## src/rtl/cpu_pkg.sv

```systemverilog
// Shared types for the multicycle core's memory-port arbiter.
package cpu_pkg;

  typedef enum logic [1:0] {
    IDLE   = 2'd0,
    ACCESS = 2'd1,
    RESP   = 2'd2
  } arb_state_t;

  typedef enum logic [1:0] {
    OWN_NONE = 2'd0,
    OWN_IF   = 2'd1,
    OWN_D    = 2'd2
  } arb_owner_t;

  localparam int ARB_STREAK_W = 4;

endpackage

```

## src/rtl/mem_port_arbiter_if.sv

```systemverilog
// Requester and memory handshake bundle for mem_port_arbiter.
// Handshake: a requester holds req plus its fields until a one-cycle ack; the
// arbiter holds mem_req plus its fields until a one-cycle mem_ack.
interface mem_port_arbiter_if #(
    parameter int ADDR_W = 64,
    parameter int DATA_W = 64
);
    logic              if_req;
    logic [ADDR_W-1:0] if_addr;
    logic              if_ack;
    logic              d_req;
    logic              d_we;
    logic [ADDR_W-1:0] d_addr;
    logic [DATA_W-1:0] d_wdata;
    logic              d_ack;
    logic [DATA_W-1:0] rd_data;
    logic              mem_req;
    logic              mem_we;
    logic [ADDR_W-1:0] mem_addr;
    logic [DATA_W-1:0] mem_wdata;
    logic              mem_ack;
    logic [DATA_W-1:0] mem_rdata;

    // The arbiter's view.
    modport slave (
        input  if_req, if_addr, d_req, d_we, d_addr, d_wdata, mem_ack, mem_rdata,
        output if_ack, d_ack, rd_data, mem_req, mem_we, mem_addr, mem_wdata
    );

    // The CPU requesters and the memory, seen from outside the arbiter.
    modport master (
        output if_req, if_addr, d_req, d_we, d_addr, d_wdata, mem_ack, mem_rdata,
        input  if_ack, d_ack, rd_data, mem_req, mem_we, mem_addr, mem_wdata
    );
endinterface

```

## src/rtl/mem_port_arbiter_pick.sv

```systemverilog
// Combinational winner select: data first, fetch forced once the data streak
// has reached MAX_D_STREAK while fetch waits. Also yields the next streak value.
module arb_pick
  import cpu_pkg::*;
#(
    parameter int MAX_D_STREAK = 4
) (
    input  logic                    if_req,
    input  logic                    d_req,
    input  logic [ARB_STREAK_W-1:0] streak,
    output arb_owner_t              winner,
    output logic [ARB_STREAK_W-1:0] streak_nxt
);
    localparam logic [ARB_STREAK_W-1:0] STREAK_MAX = ARB_STREAK_W'(MAX_D_STREAK);

    logic force_if;

    always_comb begin
        force_if   = if_req && (streak == STREAK_MAX);
        winner     = OWN_NONE;
        streak_nxt = '0;
        if (d_req && !force_if) begin
            winner = OWN_D;
            // Data can only win below the limit, so the increment saturates by construction.
            if (if_req) streak_nxt = streak + 1'b1;
        end else if (if_req) begin
            winner = OWN_IF;
        end
    end
endmodule

```

## src/rtl/mem_port_arbiter.sv

```systemverilog
// Shares one variable-latency memory port between fetch and data requesters.
// Optional MEM_TIMEOUT_EN aborts an access after TIMEOUT_CYC cycles and sets sticky err.
module mem_port_arbiter
  import cpu_pkg::*;
#(
    parameter int ADDR_W       = 64,
    parameter int DATA_W       = 64,
    parameter int MAX_D_STREAK = 4,
    parameter int TIMEOUT_CYC  = 255
) (
    input  logic                clk,
    input  logic                reset,
    mem_port_arbiter_if.slave   bus,
    output logic                busy,
    output logic                err,
    output arb_state_t          state_dbg
);
    arb_state_t              state;
    arb_owner_t              owner;
    arb_owner_t              winner;
    logic [ARB_STREAK_W-1:0] streak;
    logic [ARB_STREAK_W-1:0] streak_nxt;
    logic                    mem_req_q;
    logic                    mem_we_q;
    logic [ADDR_W-1:0]       mem_addr_q;
    logic [DATA_W-1:0]       mem_wdata_q;
    logic [DATA_W-1:0]       rd_data_q;
    logic                    if_ack_q;
    logic                    d_ack_q;
`ifdef MEM_TIMEOUT_EN
    localparam logic [7:0] TMO_LAST = 8'(TIMEOUT_CYC - 1);
    logic [7:0] wait_cnt;
    logic       err_q;
`endif

    arb_pick #(.MAX_D_STREAK(MAX_D_STREAK)) u_pick (
        .if_req     (bus.if_req),
        .d_req      (bus.d_req),
        .streak     (streak),
        .winner     (winner),
        .streak_nxt (streak_nxt)
    );

    always_ff @(posedge clk or negedge reset) begin
        if (!reset) begin
            state       <= IDLE;
            owner       <= OWN_NONE;
            streak      <= '0;
            mem_req_q   <= 1'b0;
            mem_we_q    <= 1'b0;
            mem_addr_q  <= '0;
            mem_wdata_q <= '0;
            rd_data_q   <= '0;
            if_ack_q    <= 1'b0;
            d_ack_q     <= 1'b0;
`ifdef MEM_TIMEOUT_EN
            wait_cnt    <= '0;
            err_q       <= 1'b0;
`endif
        end else begin
            case (state)
                IDLE: begin
                    if (winner != OWN_NONE) begin
                        state     <= ACCESS;
                        owner     <= winner;
                        streak    <= streak_nxt;
                        mem_req_q <= 1'b1;
`ifdef MEM_TIMEOUT_EN
                        wait_cnt  <= '0;
`endif
                        if (winner == OWN_D) begin
                            mem_we_q    <= bus.d_we;
                            mem_addr_q  <= bus.d_addr;
                            mem_wdata_q <= bus.d_wdata;
                        end else begin
                            mem_we_q    <= 1'b0;
                            mem_addr_q  <= bus.if_addr;
                            mem_wdata_q <= '0;
                        end
                    end
                end
                ACCESS: begin
                    if (bus.mem_ack) begin
                        mem_req_q <= 1'b0;
                        if (!mem_we_q) rd_data_q <= bus.mem_rdata;
                        if_ack_q  <= (owner == OWN_IF);
                        d_ack_q   <= (owner == OWN_D);
                        state     <= RESP;
`ifdef MEM_TIMEOUT_EN
                    end else if (wait_cnt == TMO_LAST) begin
                        // Abandon the access: owner still gets its ack, with zero data.
                        mem_req_q <= 1'b0;
                        rd_data_q <= '0;
                        err_q     <= 1'b1;
                        if_ack_q  <= (owner == OWN_IF);
                        d_ack_q   <= (owner == OWN_D);
                        state     <= RESP;
                    end else begin
                        wait_cnt  <= wait_cnt + 8'd1;
`endif
                    end
                end
                RESP: begin
                    if_ack_q <= 1'b0;
                    d_ack_q  <= 1'b0;
                    owner    <= OWN_NONE;
                    state    <= IDLE;
                end
                default: state <= IDLE;
            endcase
        end
    end

    assign bus.mem_req   = mem_req_q;
    assign bus.mem_we    = mem_we_q;
    assign bus.mem_addr  = mem_addr_q;
    assign bus.mem_wdata = mem_wdata_q;
    assign bus.rd_data   = rd_data_q;
    assign bus.if_ack    = if_ack_q;
    assign bus.d_ack     = d_ack_q;
    assign busy          = (state != IDLE);
    assign state_dbg     = state;
`ifdef MEM_TIMEOUT_EN
    assign err = err_q;
`else
    assign err = 1'b0;
`endif
endmodule

```

## src/flat_wrapper.sv

```systemverilog
// flat-port wrapper written by rule: the top's interface ports become plain ports
module mem_port_arbiter_flat import cpu_pkg::*;
#(
    parameter int ADDR_W       = 64,
    parameter int DATA_W       = 64,
    parameter int MAX_D_STREAK = 4,
    parameter int TIMEOUT_CYC  = 255
)
  (clk, reset, busy, err, state_dbg, bus_if_req, bus_if_addr, bus_d_req, bus_d_we, bus_d_addr, bus_d_wdata, bus_mem_ack, bus_mem_rdata, bus_if_ack, bus_d_ack, bus_rd_data, bus_mem_req, bus_mem_we, bus_mem_addr, bus_mem_wdata);
  mem_port_arbiter_if #(.ADDR_W(ADDR_W), .DATA_W(DATA_W)) bus_i ();
  input  logic clk;
  input  logic reset;
  output logic busy;
  output logic err;
  output arb_state_t state_dbg;
  input wire logic [$bits(bus_i.if_req)-1:0] bus_if_req;
  input wire logic [$bits(bus_i.if_addr)-1:0] bus_if_addr;
  input wire logic [$bits(bus_i.d_req)-1:0] bus_d_req;
  input wire logic [$bits(bus_i.d_we)-1:0] bus_d_we;
  input wire logic [$bits(bus_i.d_addr)-1:0] bus_d_addr;
  input wire logic [$bits(bus_i.d_wdata)-1:0] bus_d_wdata;
  input wire logic [$bits(bus_i.mem_ack)-1:0] bus_mem_ack;
  input wire logic [$bits(bus_i.mem_rdata)-1:0] bus_mem_rdata;
  output wire logic [$bits(bus_i.if_ack)-1:0] bus_if_ack;
  output wire logic [$bits(bus_i.d_ack)-1:0] bus_d_ack;
  output wire logic [$bits(bus_i.rd_data)-1:0] bus_rd_data;
  output wire logic [$bits(bus_i.mem_req)-1:0] bus_mem_req;
  output wire logic [$bits(bus_i.mem_we)-1:0] bus_mem_we;
  output wire logic [$bits(bus_i.mem_addr)-1:0] bus_mem_addr;
  output wire logic [$bits(bus_i.mem_wdata)-1:0] bus_mem_wdata;
  assign bus_i.if_req = bus_if_req;
  assign bus_i.if_addr = bus_if_addr;
  assign bus_i.d_req = bus_d_req;
  assign bus_i.d_we = bus_d_we;
  assign bus_i.d_addr = bus_d_addr;
  assign bus_i.d_wdata = bus_d_wdata;
  assign bus_i.mem_ack = bus_mem_ack;
  assign bus_i.mem_rdata = bus_mem_rdata;
  assign bus_if_ack = bus_i.if_ack;
  assign bus_d_ack = bus_i.d_ack;
  assign bus_rd_data = bus_i.rd_data;
  assign bus_mem_req = bus_i.mem_req;
  assign bus_mem_we = bus_i.mem_we;
  assign bus_mem_addr = bus_i.mem_addr;
  assign bus_mem_wdata = bus_i.mem_wdata;
  mem_port_arbiter #(.ADDR_W(ADDR_W), .DATA_W(DATA_W), .MAX_D_STREAK(MAX_D_STREAK), .TIMEOUT_CYC(TIMEOUT_CYC)) u_core (.clk(clk), .reset(reset), .bus(bus_i), .busy(busy), .err(err), .state_dbg(state_dbg));
endmodule
```

## config.mk

```make
export PLATFORM = sky130hd
export DESIGN_NAME = mem_port_arbiter_flat
export DESIGN_NICKNAME = d
export VERILOG_FILES = /design/src/rtl/cpu_pkg.sv /design/src/rtl/mem_port_arbiter_if.sv /design/src/rtl/mem_port_arbiter_pick.sv /design/src/rtl/mem_port_arbiter.sv /design/src/flat_wrapper.sv
export SDC_FILE = /design/constraint.sdc
export NUM_CORES = 1
export LEC_CHECK = 0
export BUFFER_PORTS_ARGS = -buffer_cell sky130_fd_sc_hd__clkbuf_2
export CORE_AREA = 2 2 181 183
export CTS_BUF_LIST = sky130_fd_sc_hd__clkbuf_8
export CTS_CLUSTER_SIZE = 40
export DETAILED_ROUTE_END_ITERATION = 8
export DIE_AREA = 0 0 183 185
export HOLD_SLACK_MARGIN = 0.06
export SYNTH_ARGS = -nofsm -noshare
export SYNTH_HDL_FRONTEND = slang
export SYNTH_SLANG_ARGS = --single-unit
```

## constraint.sdc

```tcl
create_clock -name clk -period 3.2 [get_ports clk]
set_clock_uncertainty 0.1 [all_clocks]
set_input_delay 0.32 -clock clk [delete_from_list [all_inputs] [get_ports clk]]
set_output_delay 0.32 -clock clk [all_outputs]
set_load 0.01 [all_outputs]
```

==> key figures <==
Layout
  • Ant. Diodes: 0
  • # nets final: 1749
  • Share of layout cells above drive strength 1: 39.4%
  • Area delta synth->final: 64.7%
  • Post-layout util: 47.3%

Critical path
  • Startpoint types: flop
  • CP required: 3540 ps
  • R2r endpoint: u_core.bus.mem_addr[0]
  • Critical path class: reg -> reg
  • R2R depth: 5
  • Crit path max fanout: 91
  • Worst r2r src: u_core.state_dbg[0]
  • Slowest cell delay on critical path: 700 ps
  • CP Capture Type: flop
  • Flop2flop setup slack: 520 ps
  • Crit path cell chain: nor2_8 -> buf_4 -> nand4_1 -> o211ai_1 -> dlygate4sd3_1
  • Crit path launch: u_core.state_dbg[0]
  • Arr. time, crit path: 3020 ps
  • CP max stage cell: buf_4

Yosys
  • Synthesized Nets: 1065
  • Yosys cell types: 34
  • Synth top area cells: dfrtp_1 (55%), nand3_1 (7.2%), o2bb2ai_1 (6.3%), mux2_2 (4.9%), o211ai_1 (4.6%)
  • Synth warn: 0
  • Synth Area per Inst: 11.5 sq um
  • Synth top area share: 55.5%
  • Main synth FF type: dfrtp_1
  • Mapped cell area: 0.00920 sq mm
  • Sequential fraction of the synthesis area: 55.5%
  • Dominant cell type by area after synthesis: dfrtp_1
  • Number of synthesized flops with an enable pin: 0
  • Synth Instances: 801
  • Async S/R FF share, synth: 100%
  • Synthesized flop and latch total: 204

Timing
  • Max-slew violations: 0
  • Tmin final: 2680 ps
  • Fin crit share: 83.6%
  • Final Hold Vio Count: 0
  • Final setup vio count: 0
  • Setup TNS: 0 ps
  • Max-slew headroom: 42.0%
  • Fmax: 374 MHz
  • RSZ-0062 raised after global routing: no
  • Worst Tran Pin Value: 870 ps

Global routing
  • GR Util met1: 23.0%
  • Vias in the first global route: 10072
  • Gr usage total: 19.9%
  • GR Overflow Total: 0
  • Initial antenna violation count: 0
  • Largest net degree at the start of global routing: 92
  • First-pass GRT wire length: 53900 um
  • GR peak layer: met2
  • Met2 Use GR: 35.1%
  • Met3 Usage GRT: 4.60%

Pwr
  • Worst ir drop on vdd: 0.443 mV
  • Final Power: 13.6 mW
  • Leakage power: 7.11 nW
  • Clock share of power: 20.3%
  • NetSw: 5.15 mW
  • Cell Pwr Density: 898 mW/mm^2
  • Sequential power share: 34.4%
  • Sw Share: 37.9%
  • Internal: 8.45 mW
  • Comb power frac: 45.3%

Clock network
  • Post-CTS Setup Inserts: 0
  • Clock slew at the register clock pins of the worst setup and hold paths: 60 ps
  • Clock Tree Buf Depth: 3
  • CTS sink cnt: 204
  • CTS tree: built
  • Later-pin clock latency in the skew report: 520 ps
  • Clk Tree Root Cell: clkbuf_8
  • Cts repair resizes: 0
  • H-tree depth: 2
  • Total CTS buffers: 38

Placed design
  • Hpwl dp: 21600 um
  • IO Port Bufs: 460
  • GPL Wtd Cong: 0.795

Die
  • Rows: 66
  • DIE AREA: 0.0339 sq mm
  • Initial Utilization: 28.7%
  • Die X: 183 um
  • Core area: 0.0320 sq mm
  • I/O pin count: 462
  • Die H: 185 um

Drt
  • Via density: 5.07
  • # DRC: 0
  • Antenna Nets Post-Route: 0
  • DRT iter0 DRCs: 551
  • Final wirelength: 35200 um
  • WL/cell: 18.3 um
  • Vias: 9737
  • Drt pass-1 iters: 5

Min path
  • Hold Crit Start: bus_d_req
  • WHS Endpoint: u_core.streak[2]
  • Hold Crit Class: in -> reg
  • Worst Hold Depth: 3

Job
  • Max Cap Violations: 0

Run status
  • Status: complete, no violations
==> per-layer routing <==
metal  up-vias  routed length (um)
met5         -                   0
met4         0                1370
met3        90                2860
met2       529               18000
met1      4709               13000
li1       4409                   -
==> flip-flops by register name, indices dropped and copies added (netlist names) <==
name / count
u_core.bus.d_ack: 1
u_core.bus.if_ack: 1
u_core.bus.mem_addr: 64
u_core.bus.mem_req: 1
u_core.bus.mem_wdata: 64
u_core.bus.mem_we: 1
u_core.bus.rd_data: 64
u_core.owner: 2
u_core.state_dbg: 2
u_core.streak: 4
==> worst max path at each step <==
stage | endpoint | slack (ps) | depth (start not counted)
floorplan | u_core.bus.rd_data[5] | 1540 | 5
global placement | u_core.bus.mem_wdata[3] | 1080 | 5
detailed placement | u_core.bus.mem_wdata[54] | 1020 | 5
CTS | u_core.bus.mem_addr[0] | 560 | 5
global route | u_core.bus.mem_addr[0] | 350 | 5
finish | u_core.bus.mem_addr[0] | 520 | 5
==> through the flow <==
step	worst slack, ps	instance area (sq um)	std cells	hold WS (ps)
final	525	15200	1922	242
after global routing	348	15200	1922	240
after CTS	563	15200	1922	204
after detailed placement	1020	11700	1593	328
after global placement	1080	11700	1593	328
after floorplan	1540	9200	801	-75.6
==> cells in the mapped netlist, drive strengths merged, types with 2 or more instances <==
cell type and n:
nand3 132, nand2 7, or2 2, mux2 64
nand3b 4, nand4 67, o2bb2ai 66, dfrtp 204
o21ai 73, nor2 3, a22o 2, buf 72
nand4b 2, o211ai 66, inv 6, clkbuf 23
ha 2
==> layout by cell type (no fill, tap or decap), drive strengths merged, types with 2 or more instances in the layout <==
master       synthesis  final
o211ai              66     66
o2bb2ai             66     66
nand3              132    132
bufinv               0      2
or2                  2      2
nand2                7      7
clkinv               0      2
o21ai               73     73
nand4b               2      2
clkbuf              23    513
nor2                 3      3
inv                  6     17
nand3b               4      4
mux2                64     64
dlygate4sd3          0    260
nand4               67     67
ha                   2      2
a22o                 2      2
dfrtp              204    204
buf                 72     19
==> cell families (layout without fill, tap and decap cells) <==
kind of cell	after synthesis	after routing	synth area share, %
muxes	65	65	7.94
DFF	204	204	55.5
buffers and inverters	101	814	6.25
and+or+nand+nor	219	219	13.5
AOI/OAI and AO/OA	209	209	16.5
adders and majority gates	2	2	0.272
other	1	1	0.0407
==> cell type report <==
type | instances | area [sq um]
Fill cell | 2878 | 16900
Timing Repair Buffer | 739 | 5130
Sequential cell | 204 | 5100
Multi-Input combinational cell | 496 | 3540
Clock buffer | 53 | 729
Tap cell | 408 | 510
Clock inverter | 16 | 119
Inverter | 6 | 22.5
==> power by group through the flow <==
stage	clock (mW)	sequential (mW)	combinational [mW]
after floorplan	0	5.14	2.57
after global placement	0	4.63	5.16
after detailed placement	0	4.64	5.23
after CTS	2.85	4.64	6.11
after global routing	2.96	4.83	6.69
final	2.76	4.68	6.16
==> timing repair <==
item,4_1_cts,5_1_grt
hold buffers,260,0
setup endpoints to repair,0,0
hold endpoints to repair,275,0
==> worst max-delay path: cells and delay by family (launching register included) <==
kind	cells	cell delay, ps
buffers and inverters	2	1270
AOI/OAI and AO/OA	1	170
DFF	1	540
and+or+nand+nor	2	470
Power figures use the tool's default switching activity.
